## src/rtl/pipelined_or_csg.sv

```systemverilog
// rtl/pipelined_or_csg.sv - two-stage registered OR-merge of per-block iteration values
// Stage 1 forms per-group partial ORs and a valid popcount; stage 2 folds the groups into out.
module pipelined_or_csg #(
    parameter int MAX_NO_OF_PROGRAM_BLOCKS = 12,
    parameter int ITERATION_VARIABLE_WIDTH = 16,
    parameter int REDUCE_MODE              = 0,
    parameter int HOLD_LAST                = 1,
    parameter int GROUP_SIZE               = 4
) (
    input  logic                                                     clk,
    input  logic                                                     rst_n,
    input  logic [MAX_NO_OF_PROGRAM_BLOCKS*ITERATION_VARIABLE_WIDTH-1:0] in,
    input  logic [MAX_NO_OF_PROGRAM_BLOCKS-1:0]                      in_valid,
    input  logic                                                     en,
    input  logic                                                     clr_err,
    output logic [ITERATION_VARIABLE_WIDTH-1:0]                      out,
    output logic                                                     out_valid,
    output logic [$clog2(MAX_NO_OF_PROGRAM_BLOCKS+1)-1:0]            active_count,
    output logic                                                     multi_src
);

    localparam int N  = MAX_NO_OF_PROGRAM_BLOCKS;
    localparam int W  = ITERATION_VARIABLE_WIDTH;
    localparam int CW = $clog2(N + 1);
    localparam int NG = (N + GROUP_SIZE - 1) / GROUP_SIZE;

    logic [N-1:0]  w_mask;
    logic [W-1:0]  w_part [NG];
    logic [CW-1:0] w_cnt;
    logic [W-1:0]  w_merge;

    logic [W-1:0]  r_part [NG];
    logic          r_s1_valid;
    logic [CW-1:0] r_s1_cnt;
    logic [W-1:0]  r_out;
    logic          r_out_valid;
    logic [CW-1:0] r_active_count;
    logic          r_multi_src;

    // In merge-all mode every lane contributes data; in_valid only drives valid/count.
    assign w_mask = (REDUCE_MODE == 1) ? in_valid : {N{1'b1}};

    always_comb begin
        w_part = '{default: '0};
        w_cnt  = '0;
        for (int i = 0; i < N; i++) begin
            w_part[i / GROUP_SIZE] = w_part[i / GROUP_SIZE] | (in[i*W +: W] & {W{w_mask[i]}});
            w_cnt = w_cnt + CW'(in_valid[i]);
        end
    end

    always_comb begin
        w_merge = '0;
        for (int g = 0; g < NG; g++) begin
            w_merge = w_merge | r_part[g];
        end
    end

    always_ff @(posedge clk) begin
        if (!rst_n) begin
            for (int g = 0; g < NG; g++) begin
                r_part[g] <= '0;
            end
            r_s1_valid     <= 1'b0;
            r_s1_cnt       <= '0;
            r_out          <= '0;
            r_out_valid    <= 1'b0;
            r_active_count <= '0;
            r_multi_src    <= 1'b0;
        end else begin
            if (en) begin
                r_part         <= w_part;
                r_s1_valid     <= |in_valid;
                r_s1_cnt       <= w_cnt;
                r_out_valid    <= r_s1_valid;
                r_active_count <= r_s1_cnt;
                if (r_s1_valid) begin
                    r_out <= w_merge;
                end else if (HOLD_LAST == 0) begin
                    r_out <= '0;
                end
            end
            // Detection is aligned with the sample entering stage 2; a fresh set beats a clear.
            if (en && (REDUCE_MODE == 1) && (r_s1_cnt > CW'(1))) begin
                r_multi_src <= 1'b1;
            end else if (clr_err) begin
                r_multi_src <= 1'b0;
            end
        end
    end

    assign out          = r_out;
    assign out_valid    = r_out_valid;
    assign active_count = r_active_count;
    assign multi_src    = r_multi_src;

endmodule

```

## config.mk

```make
export PLATFORM = sky130hd
export DESIGN_NAME = pipelined_or_csg
export DESIGN_NICKNAME = d
export VERILOG_FILES = /design/src/rtl/pipelined_or_csg.sv
export SDC_FILE = /design/constraint.sdc
export NUM_CORES = 1
export LEC_CHECK = 0
export ABC_AREA = 1
export CAP_MARGIN = 20
export CORE_ASPECT_RATIO = 1.75
export CORE_MARGIN = 1.5
export CORE_UTILIZATION = 35
export CTS_CLUSTER_SIZE = 30
export DETAILED_ROUTE_END_ITERATION = 7
export GPL_TIMING_DRIVEN = 1
export PLACE_DENSITY = 0.86
export SYNTH_ARGS = -nofsm -noshare
export SYNTH_HDL_FRONTEND = slang
export SYNTH_SLANG_ARGS = --single-unit
export TNS_END_PERCENT = 10
```

## constraint.sdc

```tcl
create_clock -name clk -period 4.6 [get_ports clk]
set_clock_uncertainty 0.1 [all_clocks]
set_input_delay 0.46 -clock clk [delete_from_list [all_inputs] [get_ports clk]]
set_output_delay 0.46 -clock clk [all_outputs]
set_load 0.01 [all_outputs]
```

# After elaboration in Yosys (flattened, before gate mapping)

Cells that the tools add are included.

Flip-flop bits (word level): 74
Input bits: 208
Output and inout port bits: 22
Word-level logic and storage cells: 32

Add/subtract/negate cells: 11
Bitwise gates (word level): 11
Reduce and logical (&&, ||, !) cells: 2

Operators with widths:

| kind             | number |
|---|---|
| $or 16x16->16    | 11 |
| $add 4x1->4      | 8 |
| $reduce_or 12->1 | 1 |
| $add 3x1->4      | 1 |
| $add 2x1->3      | 1 |
| $add 1x1->2      | 1 |
| $reduce_and 2->1 | 1 |

# Depth between registers and ports, before layout

Word-level depth: 11
Mapped depth: 13
Gate-level depth less buffers: 13

# Worst setup path before layout

No wires, ideal clock.

Path type: in2reg
Start: input port in_valid[5]
End: register r_s1_cnt[2]
Library setup time: 113 ps
Arrival: 3467 ps
Required time: 4387 ps
Path slack: 920 ps
Stages: 13
Buffers on the path: 0
Cells stage by stage: inv_1 -> fa_1 -> inv_1 -> fa_1 -> inv_1 -> fa_1 -> fa_1 -> inv_1 -> ha_1 -> fa_1 -> xor2_1 -> o21ai_1 -> inv_1

Cells in the longest elaborated chain, start to end: 7

Ends and longest elaborated chain:

| element                   | line | text |
|---|---|---|
| from (decl)               | 13   | `input logic [MAX_NO_OF_PROGRAM_BLOCKS-1:0] in_valid,` |
| $add 4x1->4 (7 in series) | 48   | `w_cnt = w_cnt + CW'(in_valid[i]);` |
| to (signal assigned)      | 74   | `r_s1_cnt <= w_cnt;` |
| to (decl)                 | 34   | `logic [CW-1:0] r_s1_cnt;` |

No other way between the ends.
A chain may end at the register's enable or synchronous reset.

# Final worst setup path

Ends and elaborated chain as after synthesis.

==> metrics.txt <==
Pwr Density=313.5 nW/um2; number of nets with antenna violations after routing=0; syn_nets=637; die height=130.5 um; largest family of logic cells by synthesized area=compound AO/OA/AOI/OAI gates; overall power=1823 uW; clk_lat worst skew=0.32 ns; utilization after layout=64.36%; post-synthesis adder-cell area fraction=6.238%; Nets=852; CP Cell Sequence=clkdlybuf4s50_1 > inv_1 > fa_1 > inv_1 > fa_1 > inv_1 > fa_1 > fa_1 > inv_1 > ha_1 > fa_1 > xor2_1 > o21ai_1 > inv_1; simple-gate share of the synthesized area=18.64%; P_leak=0.002305 uW; Synth Area in Compound Gates=21.72%; cell internal pwr=1389 uW; most frequent cells in the layout=clkdlybuf4s50_1 (225), dfxtp_1 (74), nor2_1 (69), a21oi_1 (67), nor3_1 (64); Critical Path End Type=register; synthesized area=3249 um2; Initial Utilization=35.96%; Logic pwr share=22.8%; Max rail drop VDD=0.2181 mV; drt pass-1 iters=4; total global-route track usage=22.45%; Highest Signal Layer=met4; clk slew on worst S/H paths=0.05 ns; routed wire length=11,270 um; Ys Warns=0; Layout area overhead=78.98%; largest area contributor in the netlist=dfxtp_1; status=completed; Post-Syn Instances=417; post-synthesis mux area share=0%; Seq/Total Area, Yosys=45.59%; antenna violations before repair=0; Startpoint Class=primary input; maxcap violations=0; drt wl/cell=14.93 um; layout cell share with drive strength beyond 1=3.150%; Max Freq=0.2466 GHz; area of the multi-input gates=1526 um2; GPL Wtd Cong=0.7836; vias in the first global route=3,758; cts bufs inserted=9; NetSw=433.9 uW; overflow left after global routing=0; violation count after the first detailed-routing iteration=137; met3 wire length=800 um; TritonCTS clock tree=built; Yosys top cell area share=45.59%; Rel. slew slack=29.74%; worst hold path class=reg2reg; Final Hold Violating Endpoints=0; Buf/Inv on CP=6; Worst Tran Pin Value=1.054 ns; Hold WS=0.3628 ns; FP Rows=46; M1 WL=4047 um; main area contributors after synthesis=dfxtp_1 (46%), a21oi_1 (10%), nor3_1 (9.9%); sequential power share=39.8%; setup TNS=0 ns; Yosys reg bits=74; HPWL Detailed=8692 um; post-cts gate resize count=0; # IOs=230; FF/Latch Area=1481 um2; first-pass GRT wire length=16,630 um; min Tclk post-route=4.055 ns; H-tree Lvls=3; most common cell after layout, fill and taps aside=clkdlybuf4s50_1; Critical-path top delay cell=fa_1; die area=9894 um2; CP top delay family=adder cells; core area=9036 um2; Post-CTS Setup Inserts=0; PortBufs=227; Die Wd=75.84 um; Final period util=88.16%; slowest stage delay, CP=0.53 ns; Fillers=752; via count=3,749; Sw Share=23.80%; Final Max Tran Viols=0; Worst EP required=4.71 ns; clock root buffer=clkbuf_16; WL met2=6033 um; # diodes=0; CP arrival=4.17 ns; Synth Area in XOR/XNOR=0.2695%; # hold bufs at CTS=0; DRC=0; critical path class=in2reg; drt via density=4.966; clk buf depth=2; clock network fraction of total power=37.4%; Cell variety after synth=21; Avg Cell Area, Syn=7.792 um2; critical-path maximum fanout=2; largest net degree at the start of global routing=74; final setup vio count=0; RSZ-0062 raised after global routing=false; CTS sink cnt=74
[power groups by stage]
stage                     clock, uW  combinational [uW]  sequential, uW
after floorplan                   0                 165             734
after global placement            0                 392             735
after detailed placement          0                 415             737
after CTS                       692                 418             724
after global routing            730                 461             730
final                           682                 416             725
[state kept, by name (all words and copies together) (netlist names)]
name and count:
active_count 4, out 16, out_valid 1, r_part 48, r_s1_cnt 4, r_s1_valid 1
[cells in the mapped netlist]
library cell / count
a21oi_1: 67
buf_2: 5
buf_4: 1
buf_6: 6
clkbuf_1: 11
clkbuf_2: 1
clkinv_2: 1
conb_1: 1
dfxtp_1: 74
fa_1: 7
ha_1: 5
inv_1: 23
inv_2: 1
nand2_1: 4
nand2_2: 1
nand3_1: 1
nor2_1: 69
nor3_1: 64
o21ai_0: 59
o21ai_1: 15
xor2_1: 1
[area by class of cell]
class	count	share of cell area (%)
timing repair buffer	228	39.03
multi-input combinational	294	26.25
sequential	74	25.47
clock buffer	11	4.346
tap	120	2.582
inverter	25	1.635
clock inverter	3	0.6885
[per-layer routing]
metal  vias up  track usage, %
met5         -               0
met4         0           11.45
met3        34           6.595
met2       163           41.38
met1      1695           21.57
li1       1857               -
[worst min-delay path, stage by stage, from the launching register on]
cell     delay [ns]
dfxtp_1        0.31
nand2_1        0.06
a21oi_1        0.05
[per-stage QoR]
step / area (um2) / std cells / setup slack [ns]
6_report: 5816 / 755 / 0.5448
5_1_grt: 5816 / 755 / 0.4128
2_1_floorplan: 3249 / 417 / 0.9201
4_1_cts: 5816 / 755 / 0.5543
3_5_place_dp: 5523 / 741 / 0.2153
3_3_place_gp: 5523 / 741 / 0.3578
[logic make-up (layout without fill, tap and decap cells)]
| family | after synthesis | after routing |
|---|---|---|
| compound gates | 141 | 141 |
| simple gates | 139 | 139 |
| flops | 74 | 74 |
| buf+inv | 49 | 267 |
| fa+ha+maj | 12 | 12 |
| other cells | 1 | 1 |
| xor+xnor | 1 | 1 |
[final timing paths]
path | start | slack [ns] | endpoint | cells after the start
worst min-delay path | out_valid | 0.36 | out_valid | 2
worst max-delay path | in_valid[5] | 0.54 | r_s1_cnt[2] | 14
worst min register to register | out_valid | 0.36 | out_valid | 2
worst max register to register | r_s1_valid | 3.23 | out[0] | 4
Power figures use the tool's default switching activity.
